`src/rtl/karatsuba_combine_32_if.sv`:
```
`default_nettype none
// ============================================================================
//  Module      : karatsuba_combine_32_if
//  Description : Handshake/data bundle for the Karatsuba recombination stage.
//                The err signal exists only when KCOMB_MID_CHECK_EN is defined.
//  Revision    : 1.0 - initial release
// ============================================================================
interface karatsuba_combine_32_if #(
    parameter int W  = 32,
    parameter int WM = 34
);
    logic            in_valid;
    logic            in_ready;
    logic [W-1:0]    z0;
    logic [WM-1:0]   z1;
    logic [W-1:0]    z2;
    logic            out_valid;
    logic            out_ready;
    logic [2*W-1:0]  p;
    logic            busy;
`ifdef KCOMB_MID_CHECK_EN
    logic            err;

    modport master (
        output in_valid, z0, z1, z2, out_ready,
        input  in_ready, out_valid, p, busy, err
    );
    modport slave (
        input  in_valid, z0, z1, z2, out_ready,
        output in_ready, out_valid, p, busy, err
    );
`else
    modport master (
        output in_valid, z0, z1, z2, out_ready,
        input  in_ready, out_valid, p, busy
    );
    modport slave (
        input  in_valid, z0, z1, z2, out_ready,
        output in_ready, out_valid, p, busy
    );
`endif
endinterface
`default_nettype wire

```
`src/rtl/karatsuba_combine_32.sv`:
```
`default_nettype none
// ============================================================================
//  Module      : karatsuba_combine_32
//  Description : Karatsuba recombination P = z2<<32 + (z1-z0-z2)<<16 + z0,
//                sequenced over four steps through one shared 32-bit adder.
//                Optional macro KCOMB_MID_CHECK_EN adds a sticky err flag for
//                a negative middle term.
//  Revision    : 1.0 - initial release
// ============================================================================
module karatsuba_combine_32 #(
    parameter int W  = 32,
    parameter int WM = 34
) (
    input  wire logic              clk,
    input  wire logic              rst_n,
    karatsuba_combine_32_if.slave  bus
);

    localparam logic [2:0] c_st_idle = 3'd0;
    localparam logic [2:0] c_st_sub0 = 3'd1;
    localparam logic [2:0] c_st_sub2 = 3'd2;
    localparam logic [2:0] c_st_addl = 3'd3;
    localparam logic [2:0] c_st_addh = 3'd4;
    localparam logic [2:0] c_st_done = 3'd5;

    logic [2:0]     r_state;
    logic [2:0]     w_next_state;

    logic [W-1:0]   r_z0;
    logic [WM-1:0]  r_z1;
    logic [W-1:0]   r_z2;
    logic [WM-1:0]  r_mid;
    logic           r_c1;
    logic [2*W-1:0] r_p;

    logic [W-1:0]   w_add_a;
    logic [W-1:0]   w_add_b;
    logic           w_add_cin;
    logic [W:0]     w_add_sum;
    logic [1:0]     w_mid_hi_base;
    logic [1:0]     w_mid_hi;

    logic           w_in_ready;
    logic           w_out_valid;
    logic           w_busy;

    // ---------------------------------------------------------------- FSM
    always_ff @(posedge clk or negedge rst_n) begin
        if (!rst_n) begin
            r_state <= c_st_idle;
        end else begin
            r_state <= w_next_state;
        end
    end

    always_comb begin
        w_next_state = r_state;
        case (r_state)
            c_st_idle: if (bus.in_valid) w_next_state = c_st_sub0;
            c_st_sub0: w_next_state = c_st_sub2;
            c_st_sub2: w_next_state = c_st_addl;
            c_st_addl: w_next_state = c_st_addh;
            c_st_addh: w_next_state = c_st_done;
            c_st_done: if (bus.out_ready) w_next_state = c_st_idle;
            default:   w_next_state = c_st_idle;
        endcase
    end

    always_comb begin
        w_in_ready  = (r_state == c_st_idle);
        w_busy      = (r_state != c_st_idle);
        w_out_valid = (r_state == c_st_done);
    end

    // ------------------------------------------------------- shared adder
    always_comb begin
        w_add_a   = '0;
        w_add_b   = '0;
        w_add_cin = 1'b0;
        case (r_state)
            c_st_sub0: begin
                w_add_a   = r_z1[W-1:0];
                w_add_b   = ~r_z0;
                w_add_cin = 1'b1;
            end
            c_st_sub2: begin
                w_add_a   = r_mid[W-1:0];
                w_add_b   = ~r_z2;
                w_add_cin = 1'b1;
            end
            c_st_addl: begin
                w_add_a   = {r_z2[15:0], r_z0[31:16]};
                w_add_b   = r_mid[W-1:0];
            end
            c_st_addh: begin
                w_add_a   = {16'b0, r_z2[31:16]};
                w_add_b   = {30'b0, r_mid[33:32]};
                w_add_cin = r_c1;
            end
            default: ;
        endcase
    end

    assign w_add_sum = {1'b0, w_add_a} + {1'b0, w_add_b} + {{W{1'b0}}, w_add_cin};

    // Upper two bits of the 34-bit subtract: adding 2'b11 is the sign
    // extension of the inverted 32-bit subtrahend.
    assign w_mid_hi_base = (r_state == c_st_sub0) ? r_z1[33:32] : r_mid[33:32];
    assign w_mid_hi      = w_mid_hi_base + 2'b11 + {1'b0, w_add_sum[W]};

    // ----------------------------------------------------------- datapath
    always_ff @(posedge clk or negedge rst_n) begin
        if (!rst_n) begin
            r_z0  <= '0;
            r_z1  <= '0;
            r_z2  <= '0;
            r_mid <= '0;
            r_c1  <= 1'b0;
            r_p   <= '0;
        end else begin
            case (r_state)
                c_st_idle: begin
                    if (bus.in_valid) begin
                        r_z0 <= bus.z0;
                        r_z1 <= bus.z1;
                        r_z2 <= bus.z2;
                    end
                end
                c_st_sub0, c_st_sub2: begin
                    r_mid <= {w_mid_hi, w_add_sum[W-1:0]};
                end
                c_st_addl: begin
                    r_p[47:16] <= w_add_sum[W-1:0];
                    r_p[15:0]  <= r_z0[15:0];
                    r_c1       <= w_add_sum[W];
                end
                c_st_addh: begin
                    r_p[63:48] <= w_add_sum[15:0];
                end
                default: ;
            endcase
        end
    end

`ifdef KCOMB_MID_CHECK_EN
    logic r_err;

    // A legal middle term is non-negative, so bit 33 after SUB2 flags bad inputs.
    always_ff @(posedge clk or negedge rst_n) begin
        if (!rst_n) begin
            r_err <= 1'b0;
        end else if (r_state == c_st_sub2 && w_mid_hi[1]) begin
            r_err <= 1'b1;
        end
    end

    assign bus.err = r_err;
`endif

    assign bus.in_ready  = w_in_ready;
    assign bus.out_valid = w_out_valid;
    assign bus.busy      = w_busy;
    assign bus.p         = r_p;

endmodule
`default_nettype wire

```
`src/flat_wrapper.sv`:
```
// flat-port wrapper written by rule: the top's interface ports become plain ports
module karatsuba_combine_32_flat 
#(
    parameter int W  = 32,
    parameter int WM = 34
)
  (clk, rst_n, bus_in_valid, bus_z0, bus_z1, bus_z2, bus_out_ready, bus_in_ready, bus_out_valid, bus_p, bus_busy);
  karatsuba_combine_32_if #(.W(W), .WM(WM)) bus_i ();
  input  wire logic clk;
  input  wire logic rst_n;
  input wire logic [$bits(bus_i.in_valid)-1:0] bus_in_valid;
  input wire logic [$bits(bus_i.z0)-1:0] bus_z0;
  input wire logic [$bits(bus_i.z1)-1:0] bus_z1;
  input wire logic [$bits(bus_i.z2)-1:0] bus_z2;
  input wire logic [$bits(bus_i.out_ready)-1:0] bus_out_ready;
  output wire logic [$bits(bus_i.in_ready)-1:0] bus_in_ready;
  output wire logic [$bits(bus_i.out_valid)-1:0] bus_out_valid;
  output wire logic [$bits(bus_i.p)-1:0] bus_p;
  output wire logic [$bits(bus_i.busy)-1:0] bus_busy;
  assign bus_i.in_valid = bus_in_valid;
  assign bus_i.z0 = bus_z0;
  assign bus_i.z1 = bus_z1;
  assign bus_i.z2 = bus_z2;
  assign bus_i.out_ready = bus_out_ready;
  assign bus_in_ready = bus_i.in_ready;
  assign bus_out_valid = bus_i.out_valid;
  assign bus_p = bus_i.p;
  assign bus_busy = bus_i.busy;
  karatsuba_combine_32 #(.W(W), .WM(WM)) u_core (.clk(clk), .rst_n(rst_n), .bus(bus_i));
endmodule
```
`config.mk`:
```
export PLATFORM = sky130hd
export DESIGN_NAME = karatsuba_combine_32_flat
export DESIGN_NICKNAME = d
export VERILOG_FILES = /design/src/rtl/karatsuba_combine_32_if.sv /design/src/rtl/karatsuba_combine_32.sv /design/src/flat_wrapper.sv
export SDC_FILE = /design/constraint.sdc
export NUM_CORES = 1
export LEC_CHECK = 0
export ABC_AREA = 0
export BUFFER_PORTS_ARGS = -buffer_cell sky130_fd_sc_hd__buf_4
export CAP_MARGIN = 5
export CORE_ASPECT_RATIO = 1.4
export CORE_UTILIZATION = 52
export DETAILED_ROUTE_END_ITERATION = 10
export GPL_TIMING_DRIVEN = 1
export PLACE_DENSITY_LB_ADDON = 0.12
export SYNTH_ARGS = -nofsm -noshare
export SYNTH_HDL_FRONTEND = slang
export SYNTH_SLANG_ARGS = --single-unit
export TNS_END_PERCENT = 30
```
`constraint.sdc`:
```
create_clock -name clk -period 4 [get_ports clk]
set_input_delay 1 -clock clk [delete_from_list [all_inputs] [get_ports clk]]
set_output_delay 1 -clock clk [all_outputs]
set_load 0.02 [all_outputs]
```
==> summary.md, run 1 <==
| Metric | Value |
|---|---|
| Outcome | `finished clean` |
| First-pass GRT wire length | `54100 um` |
| Largest area contributor in the netlist | `dfrtp_1` |
| Required time of the critical path | `4.33 ns` |
| IO Port Bufs | `168` |
| Fraction of layout cells with a size suffix above 1 | `between 30% and 40%` |
| N_diodes | `0` |
| DR pass1 iterations | `10` |
| Initial antenna violation count | `0` |
| CTS tree | `built` |
| Synth Instances | `1153` |
| Mapped Avg Cell Area | `9.46 um^2` |
| CTS Hold Buffers Added | `0` |
| Final min period | `3.90 ns` |
| DIE AREA | `21600 um^2` |
| XOR/XNOR Fraction of Synth Area | `2.01%` |
| DRT iter0 DRCs | `631` |
| RSZ-0062 raised after global routing | `true` |
| Via/cell ratio | `5.79` |
| Critical path peak fanout | `7` |
| Cell count of the worst reg-to-reg path | `19` |
| Compound-Gate Fraction of Synth Area | `18.2%` |
| Worst-margin pin slew | `about 0.94 ns` |
| Core area | `20600 um^2` |
| DIE WIDTH | `roughly 120 um` |
| Site Rows | `62` |
| Post-DP HPWL | `between 20000 and 30000 um` |
| Mux contribution to synthesized area | `11.8%` |
| Worst R2R Start | `u_core.r_state[1]$_DFFE_PN0P_` |
| Largest family of logic cells by synthesized area | `compound AO/OA/AOI/OAI gates` |
| Slew Limit Headroom | `37.4%` |
| Share of the synthesized area in the top cell type | `45.9%` |
| Sequential fraction of the synthesis area | `45.9%` |
| Final #Nets | `1482` |
| Final hold vios | `0` |
| ANT nets after route | `0` |
| # clock sinks | `200` |
| Area growth syn-to-layout | `23.6%` |
| Final Skew | `0.00960 ns` |
| Final Wtd Congestion | `approximately 0.93` |
| M3 GR Usage | `4.63%` |
| Top-Level Pins | `169` |
| Critical Path Sink Type | `flop` |
| Die Ht | `173 um` |
| GRT Overall Usage | `roughly a third` |
| Worst setup SP type | `flop` |
| Clk_lat worst skew | `0.44 ns` |
| Crit path from | `u_core.r_state[1]$_DFFE_PN0P_` |
| Most instantiated cells after synthesis | `nand2_1, dfrtp_1, nor2_1, o21ai_0, mux2_2` |
| Total routed wirelength | `35100 um` |
| Final Cycle Share | `97.5%` |
| Avg WL per Cell | `21.7 um` |
| Top Usage Layer GRT | `met2` |
| GR Overflow Total | `0` |
| Yosys warnings | `0` |
| Power Total | `about 14 mW` |
| Final Max Slew Viols | `0` |
| # fillers | `between 1500 and 2000` |
| Number of H-tree levels | `4` |
| Final worst slack | `0.100 ns` |
| Clk root buf | `clkbuf_16` |
| Sum of negative setup slack | `0 ns` |
| CTS buffer count | `17` |
| Yosys cell types | `67` |
| Max-Cap Viols | `0` |
| CTS max path bufs | `2` |
| Final setup violation count | `0` |
| Mapped Nets | `1289` |
| Worst setup endpoint | `u_core.r_mid[33]$_DFFE_PN0P_` |
| Adder-cell share of the synthesized area | `a little over 4%` |
| LEAKAGE | `about 6.4 nW` |
| Pwr Density | `1040 nW/um^2` |
| Synth Cell Area | `10900 um^2` |
| WP data arrival | `4.23 ns` |
| Fmax | `0.256 GHz` |
| Final Util | `65.6%` |
| Critical path class | `reg2reg` |
| Ys flop type | `dfrtp_1` |
| Min-Delay Path Class | `reg2reg` |
| Grt met2 use | `61.1%` |
| Post-synthesis simple-gate area fraction | `14.2%` |
| Vias | `9343` |
| Worst IR Drop VDD | `slightly below 0.8 mV` |
| Vias in the first global route | `9511` |
| Largest net degree at the start of global routing | `81` |
| RR Endpoint | `u_core.r_mid[33]$_DFFE_PN0P_` |
| Number of synthesized flops with an enable pin | `0` |
| Fraction of registers with async set/reset | `100%` |
| Dpl ws | `-0.132 ns` |
| Flip-flop and latch count after synthesis | `200` |
| Most frequent cell after synthesis | `nand2_1` |
| Starting Density | `a little over half` |
| Top post-synthesis cells by area | `dfrtp_1, mux2_2, nand2_1` |
| Worst R2R Setup Slack | `0.10 ns` |
| DRC errors left | `0` |
| Met1 Use GR | `36.9%` |
| Clk slew on worst S/H paths | `0.07 ns` |
==> worst min-delay path by stage <==
| stage | startpoint | endpoint | slack, ns | cells after the start |
|---|---|---|---|---|
| after floorplan | u_core.r_z0[1]$_DFFE_PN0P_ | u_core.bus.p[1]$_DFFE_PN0N_ | 0.45 | 2 |
| after global placement | u_core.bus.p[8]$_DFFE_PN0N_ | u_core.bus.p[8]$_DFFE_PN0N_ | 0.46 | 2 |
| after detailed placement | u_core.bus.p[10]$_DFFE_PN0N_ | u_core.bus.p[10]$_DFFE_PN0N_ | 0.46 | 2 |
| after CTS | u_core.bus.p[8]$_DFFE_PN0N_ | u_core.bus.p[8]$_DFFE_PN0N_ | 0.48 | 2 |
| after global routing | u_core.bus.p[17]$_DFFE_PN0N_ | u_core.bus.p[17]$_DFFE_PN0N_ | 0.50 | 2 |
| final | u_core.bus.p[10]$_DFFE_PN0N_ | u_core.bus.p[10]$_DFFE_PN0N_ | 0.47 | 2 |
==> cell usage in the layout, fill, tap and decap left out, types with 23 or more instances in the layout <==
cell     instances
buf_4          241
o21ai_0        101
inv_1           23
a22oi_1         40
ha_1            31
a21oi_1         71
nand2_1        205
dfrtp_1        197
nor2_1         108
mux2_2          97
==> metrics by stage <==
step	hold WS, ns	instance area (um^2)	std cells
global placement	0.460	12800	1582
CTS	0.481	13400	1613
floorplan	0.448	11000	1153
detailed placement	0.464	12800	1582
global route	0.497	13500	1614
finish	0.474	13500	1614
==> routing by layer <==
layer	up-vias	wire length, um
met3	86	1360
met2	293	18800
met1	4535	13100
li1	4429	-
met4	0	1790
met5	-	0
==> what timing repair did <==
action	4_1_cts	5_1_grt
setup endpoints to repair	2	11
gates resized for setup	2	11
buffers inserted	0	1
pin swaps	0	5
==> worst max-delay path, stage by stage, from the launching register on <==
cell and delay [ns]:
dfrtp_2 0.43, nor2_1 0.08, and2_4 0.17, nand2_1 0.05, o21ai_0 0.08, a221o_1 0.29, fa_2 0.36, fa_2 0.35
a21o_2 0.23, a221o_1 0.33, a32oi_2 0.26, o2111ai_2 0.17, nand2_1 0.11, o211ai_1 0.12, a21oi_2 0.24, ha_2 0.21
nand2_1 0.06, xnor2_1 0.12, nor2_1 0.09, a21oi_1 0.04
==> power by group <==
group	switching (mW)	leakage [nW]	internal [mW]
Sequential	0.976	2.44	3.02
Combinational	4.86	3.69	3.48
Clock	0.773	0.282	0.944
Total	6.61	6.41	7.45
==> sequential cells by signal, indices dropped and copies added (netlist names) <==
signal,cells
u_core.r_c1,1
u_core.r_state,3
u_core.r_mid,34
u_core.bus.p,64
u_core.r_z1,34
u_core.r_z2,32
u_core.r_z0,32
==> kinds of logic (layout without fill, tap and decap cells) <==
| kind of cell | after synthesis | in the layout |
|---|---|---|
| simple gates | 373 | 373 |
| xor+xnor | 25 | 25 |
| mux | 116 | 116 |
| compound gates | 307 | 307 |
| buf+inv | 98 | 303 |
| flops | 200 | 200 |
| fa+ha+maj | 34 | 34 |
==> final cells by class <==
cell class                      count  area, um^2  area share [%]
Tap cell                          256         320            2.38
Timing Repair Buffer              248        1930            14.3
Clock inverter                      8        85.1           0.631
Clock buffer                       23         498            3.69
Sequential cell                   200        5010            37.2
Inverter                           24        90.1           0.668
Multi-Input combinational cell    855        5550            41.1
(Power assumes the default switching activity.)
==> run 2: changes to the inputs <==
- CTS_CLUSTER_SIZE: unset -> 10
- clock period: 4 -> 3.2 ns (I/O delays scaled with it)
==> run 2 against run 1 <==
  * Critical endpoint unchanged
  * Clock skew increased by 0.0022 ns
  * Combinational power increased by 69%
  * First-iteration DRC count decreased by 3.5%
  * The run now ends with setup timing left
  * Sequential share of layout area decreased by 4.7 points
  * Utilization increased by 9.6 points
  * Flip-flop and latch count unchanged
  * Hold slack got worse by 0.099 ns
  * Register-to-register slack got worse by 0.82 ns
  * Routed wire length increased by 9.0%
  * Clock-buffer cell count unchanged
  * Total power increased by 50%
  * Final cell count increased by 11%
==> summary.md, run 2 (same netlist as run 1, synthesis figures left out) <==
| Metric | Value |
|---|---|
| # fillers | `1564` |
| Critical path peak fanout | `5` |
| Final Wtd Congestion | `0.960` |
| Final min period | `3.92 ns` |
| Slew Limit Headroom | `between 30 and 40%` |
| First-pass GRT wire length | `58800 um` |
| Met1 Use GR | `39.1%` |
| Pwr Density | `1360 nW/um^2` |
| Largest net degree at the start of global routing | `78` |
| Worst-margin pin slew | `0.902 ns` |
| Post-DP HPWL | `28900 um` |
| Final #Nets | `1654` |
| Worst-path cell with the longest stage delay | `dfrtp_2` |
| Clk root buf | `clkbuf_16` |
| Top Usage Layer GRT | `met2` |
| Final Max Slew Viols | `0` |
| Fmax | `0.255 GHz` |
| DRC errors left | `0` |
| Top-Level Pins | `around 170` |
| DIE WIDTH | `124 um` |
| CTS Hold Buffers Added | `0` |
| N_diodes | `0` |
| Site Rows | `62` |
| RSZ-0062 raised after global routing | `true` |
| LEAKAGE | `~7.4 nW` |
| Number of flip-flops in the largest register | `64` |
| CP bufs+invs | `0` |
| Required time of the critical path | `3.54 ns` |
| Commonest non-fill, non-tap cells in the layout | `buf_4, nand2_1, dfrtp_1` |
| CTS tree | `built` |
| M3 GR Usage | `6.14%` |
| Total routed wirelength | `38200 um` |
| Initial antenna violation count | `0` |
| Hold WS | `0.375 ns` |
| Final instance area | `15500 um^2` |
| Number of H-tree levels | `4` |
| ANT nets after route | `0` |
| Outcome | `finished, violations left` |
| Die Ht | `173 um` |
| Via/cell ratio | `5.72` |
| # clock sinks | `200` |
| DRT iter0 DRCs | `609` |
| Grt met2 use | `64.2%` |
| Area growth syn-to-layout | `41.7%` |
| Final Cycle Share | `122%` |
| Fraction of layout cells with a size suffix above 1 | `42.7%` |
| GR Overflow Total | `0` |
| Vias in the first global route | `10700` |
| Critical Path Sink Type | `flop` |
| DIE AREA | `around 22000 um^2` |
| Vias | `roughly 10000` |
| Max-Cap Viols | `0` |
| Clk_lat worst skew | `0.45 ns` |
| DR pass1 iterations | `5` |
| Starting Density | `53.1%` |
| Avg WL per Cell | `21.4 um` |
| Final Skew | `0.0118 ns` |
| Min-Delay Path Class | `in2async` |
| IO Port Bufs | `168` |
| Final worst slack | `-0.719 ns` |
| Worst IR Drop VDD | `0.856 mV` |
| Clk slew on worst S/H paths | `0.07 ns` |
| GRT Overall Usage | `36.1%` |
| Worst setup SP type | `flop` |
| Critical path's top delay family | `compound AO/OA/AOI/OAI gates` |
| Core area | `20600 um^2` |
| Most common cell after layout, fill and taps aside | `buf_4` |
| CTS max path bufs | `2` |
| Placed cell area | `13900 um^2` |
| Failing checks | `setup timing` |
| Critical path, cell by cell | `and3b_2 -> a22oi_2 -> nand2_1 -> fa_2 -> fa_2 -> a21o_4 -> a221o_1 -> a32oi_2 -> o2111ai_2 -> nand2_1 -> o211ai_1 -> a21oi_2 -> ha_4 -> nand2_2 -> xnor2_2 -> nor2_1 -> a21oi_1` |
| CTS buffer count | `17` |
| Critical path class | `reg2reg` |
| Final setup violation count | `65` |
| Crit-path max cell delay | `0.47 ns` |
| Final hold vios | `0` |
| WP data arrival | `4.26 ns` |
## run 2: changes by cell type in the layout (fill, tap and decap cells not counted), sizes merged
cell | before | now
clkinvlp | 2 | 1
buf | 247 | 418
clkbuf | 24 | 25
inv | 26 | 25
clkinv | 3 | 6
## run 2: layout make-up
type	count	area, um^2	area share, %
clock buffer	23	478	3.09
clock inverter	9	91.3	0.591
inverter	24	90.1	0.583
multi-input combinational	855	6080	39.3
sequential	200	5010	32.4
tap	256	320	2.07
timing repair buffer	420	3390	21.9
## run 2: through the flow
stage / worst slack [ns] / total power, mW / std cells / setup TNS [ns] / utilization [%]
final: -0.719 / 21.1 / 1787 / -21.72 / 75.2
after global routing: -0.844 / 22.3 / 1787 / -29.07 / 75.2
after floorplan: -0.725 / 11.4 / 1153 / -8.19 / -
after CTS: -0.661 / 20.0 / 1765 / -13.73 / 72.6
after global placement: -0.742 / 16.8 / 1725 / -18.09 / 67.7
after detailed placement: -0.827 / 17.0 / 1725 / -20.56 / 67.7
## run 2: report_power, final
part	internal [mW]	leakage (nW)	switching [mW]
sequential	3.78	2.44	1.08
combinational	6.67	4.67	7.40
clock	1.14	0.278	0.997
total	11.6	7.38	9.48
## run 2: final timing paths
kind,startpoint,end,slack (ns),cells past startpoint
max in group asynchronous,rst_n,u_core.r_state[2]$_DFFE_PN0P_,1.97,2
min in group clk,u_core.bus.p[8]$_DFFE_PN0N_,u_core.bus.p[8]$_DFFE_PN0N_,0.48,2
worst min-delay path,rst_n,u_core.bus.p[5]$_DFFE_PN0N_,0.38,1
worst max register to register,u_core.r_state[0]$_DFFE_PN0P_,u_core.r_mid[33]$_DFFE_PN0P_,-0.72,17
worst max-delay path,u_core.r_state[0]$_DFFE_PN0P_,u_core.r_mid[33]$_DFFE_PN0P_,-0.72,17
worst min register to register,u_core.bus.p[8]$_DFFE_PN0N_,u_core.bus.p[8]$_DFFE_PN0N_,0.48,2
## run 2: layer usage
metal / vias to the layer above / share of wire [%]
met5: - / 0
li1: 4783 / -
met2: 364 / 53
met4: 0 / 6.8
met1: 4949 / 36
met3: 117 / 4.8
## run 2: what timing repair did
| item | in CTS | in global routing |
|---|---|---|
| buffers inserted | 8 | 21 |
| resized for setup | 83 | 87 |
| pin swaps | 29 | 42 |
| endpoints found under the setup margin | 62 | 70 |
| cloned | 0 | 1 |
## run 2: worst reg2reg max path, cell delays in order, from the launching register on
cell	delay, ns
dfrtp_2	0.47
and3b_2	0.28
a22oi_2	0.21
nand2_1	0.10
fa_2	0.38
fa_2	0.37
a21o_4	0.22
a221o_1	0.36
a32oi_2	0.28
o2111ai_2	0.17
nand2_1	0.12
o211ai_1	0.10
a21oi_2	0.25
ha_4	0.17
nand2_2	0.06
xnor2_2	0.13
nor2_1	0.09
a21oi_1	0.04
==> run 3: changes to the inputs <==
- REMOVE_ABC_BUFFERS: unset -> 1
==> run 3 against run 2 <==
  * The run still ends with setup timing left
  * Critical endpoint unchanged
  * Global-route usage is 4.7 points lower
  * Die area is the same
  * Critical path type unchanged
  * First-iteration DRC count up 13%
==> summary.md, run 3 (same netlist as run 1, synthesis figures left out) <==
| Metric | Value |
|---|---|
| DR pass1 iterations | `5` |
| Fraction of layout cells with a size suffix above 1 | `40.3%` |
| IO Port Bufs | `around 170` |
| Critical path, cell by cell | `and3b_2 -> buf_6 -> buf_12 -> a22o_1 -> a221o_1 -> ha_4 -> a21o_1 -> a221o_1 -> a32oi_2 -> o2111ai_2 -> nand2_1 -> o211ai_1 -> a21oi_1 -> ha_2 -> nand2_2 -> xnor2_1 -> nor2_1 -> a21oi_1` |
| Site Rows | `between 60 and 70` |
| CP Depth | `18` |
| Cell count of the worst reg-to-reg path | `18` |
| Final worst slack | `-0.635 ns` |
| CP bufs+invs | `2` |
| Placed cell area | `13500 um^2` |
| Critical path's top delay family | `compound AO/OA/AOI/OAI gates` |
| Die Ht | `approximately 170 um` |
| Final instance area | `approximately 15000 um^2` |
| Number of H-tree levels | `4` |
| N_diodes | `0` |
| Final Wtd Congestion | `0.949` |
| DRT iter0 DRCs | `691` |
| Vias | `10000` |
| Worst IR Drop VDD | `0.795 mV` |
| ANT nets after route | `0` |
| Failing checks | `setup timing` |
| CTS tree | `built` |
| Required time of the critical path | `3.56 ns` |
| LEAKAGE | `7.10 nW` |
| DRC errors left | `0` |
| Clk slew on worst S/H paths | `0.07 ns` |
| Max-Cap Viols | `0` |
| CTS buffer count | `17` |
| Vias in the first global route | `a little over 10000` |
| Number of flip-flops in the largest register | `64` |
| Fin cells | `between 1500 and 2000` |
| Placed Cells | `1679` |
| # clock sinks | `200` |
| RR Endpoint | `u_core.r_mid[33]$_DFFE_PN0P_` |
| Sum of negative setup slack | `-19.82 ns` |
| # fillers | `1590` |
| Register area | `5010 um^2` |
| Dpl ws | `-0.846 ns` |
| CTS max path bufs | `2` |
| Clk root buf | `clkbuf_16` |
| Commonest non-fill, non-tap cells in the layout | `buf_4, nand2_1, dfrtp_1` |
| Final hold vios | `0` |
| Slew Limit Headroom | `between 40% and 50%` |
| Outcome | `finished, violations left` |
| Worst-margin pin slew | `0.819 ns` |
| Top-Level Pins | `approximately 170` |
| Final #Nets | `1603` |
| GR Overflow Total | `0` |
| Area growth syn-to-layout | `37.0%` |
| DIE AREA | `between 20000 and 25000 um^2` |
| Via/cell ratio | `5.78` |
| Crit-path max cell delay | `0.45 ns` |
| Largest net degree at the start of global routing | `100` |
| Worst-path cell with the longest stage delay | `dfrtp_2` |
| Final min period | `3.83 ns` |
| Total routed wirelength | `33200 um` |
| Final Skew | `0.0172 ns` |
| Final setup violation count | `65` |
| Final Max Slew Viols | `0` |
| Critical path class | `reg2reg` |
| First-pass GRT wire length | `53000 um` |
| Core area | `20600 um^2` |
| Worst R2R Setup Slack | `-0.63 ns` |
| Most common cell after layout, fill and taps aside | `buf_4` |
| Fmax | `0.261 GHz` |
| Post-DP HPWL | `around 24000 um` |
| Avg WL per Cell | `19.2 um` |
| Min-Delay Path Class | `in2async` |
| Critical path peak fanout | `7` |
| Pwr Density | `1330 nW/um^2` |
| DIE WIDTH | `124 um` |
| Starting Density | `53.1%` |
| WP data arrival | `4.20 ns` |
| GRT Overall Usage | `about a third` |
| RSZ-0062 raised after global routing | `true` |
| Worst setup SP type | `flop` |
| Clk_lat worst skew | `0.45 ns` |
| Multi-input logic area | `5980 um^2` |
| Hold WS | `around 0.37 ns` |
| Initial antenna violation count | `0` |
| Worst R2R Start | `u_core.r_state[1]$_DFFE_PN0P_` |
| Final Cycle Share | `120%` |
| CTS Hold Buffers Added | `0` |
| Critical Path Sink Type | `flop` |
[run 3: cell types whose count changed in the layout (fill, tap and decap cells not counted), sizes merged]
cell,previous run,this run
buf,418,368
clkbuf,25,23
inv,25,26
[run 3: area by class of cell]
class / instances / share of cell area (%)
clock buffer: 22 / 3.24
clock inverter: 10 / 0.620
inverter: 24 / 0.603
multi-input combinational: 855 / 40.0
sequential: 200 / 33.5
tap: 256 / 2.14
timing repair buffer: 369 / 19.9
[run 3: power breakdown]
group / internal [mW] / total, mW / switching, mW
combinational: 6.06 / 13.1 / 7.02
sequential: 3.78 / 4.67 / 0.886
clock: 1.16 / 2.15 / 0.990
total: 11.0 / 19.9 / 8.89
[run 3: worst reg2reg max path, cell delays in order (launching register included)]
cell,delay [ns]
dfrtp_2,0.45
and3b_2,0.27
buf_6,0.14
buf_12,0.14
a22o_1,0.20
a221o_1,0.30
ha_4,0.27
a21o_1,0.20
a221o_1,0.38
a32oi_2,0.21
o2111ai_2,0.19
nand2_1,0.13
o211ai_1,0.11
a21oi_1,0.19
ha_2,0.21
nand2_2,0.05
xnor2_1,0.14
nor2_1,0.06
a21oi_1,0.12
[run 3: through the flow]
step	utilization, %	power (mW)
6_report	72.7	19.9
5_1_grt	72.7	21.2
4_1_cts	70.8	19.2
3_5_place_dp	65.8	16.2
3_3_place_gp	65.8	15.9
2_1_floorplan	-	11.0
[run 3: per-layer routing]
metal / global-route usage, % / vias up / wire length, um
li1: - / 4668 / -
met1: 38.0 / 4953 / 13400
met2: 56.1 / 330 / 17400
met3: 4.01 / 85 / 1380
met4: 12.4 / 0 / 1140
met5: 0 / - / 0
[run 3: repair_timing]
action / 4_1_cts / 5_1_grt
hold endpoints to repair: 0 / 0
endpoints found under the setup margin: 65 / 67
buffers inserted: 11 / 18
resized for setup: 91 / 78
pin swaps: 44 / 40
[run 3: worst max-delay path by stage]
| stage | start | end | slack [ns] |
|---|---|---|---|
| 3_3_place_gp | u_core.r_state[1]$_DFFE_PN0P_ | u_core.r_mid[33]$_DFFE_PN0P_ | -0.77 |
| 4_1_cts | u_core.r_state[0]$_DFFE_PN0P_ | u_core.r_mid[33]$_DFFE_PN0P_ | -0.60 |
| 3_5_place_dp | u_core.r_state[1]$_DFFE_PN0P_ | u_core.r_mid[33]$_DFFE_PN0P_ | -0.85 |
| 6_report | u_core.r_state[1]$_DFFE_PN0P_ | u_core.r_mid[33]$_DFFE_PN0P_ | -0.63 |
| 5_1_grt | u_core.r_state[1]$_DFFE_PN0P_ | u_core.r_mid[33]$_DFFE_PN0P_ | -0.78 |
| 2_1_floorplan | u_core.r_state[0]$_DFFE_PN0P_ | u_core.r_mid[33]$_DFFE_PN0P_ | -2.95 |
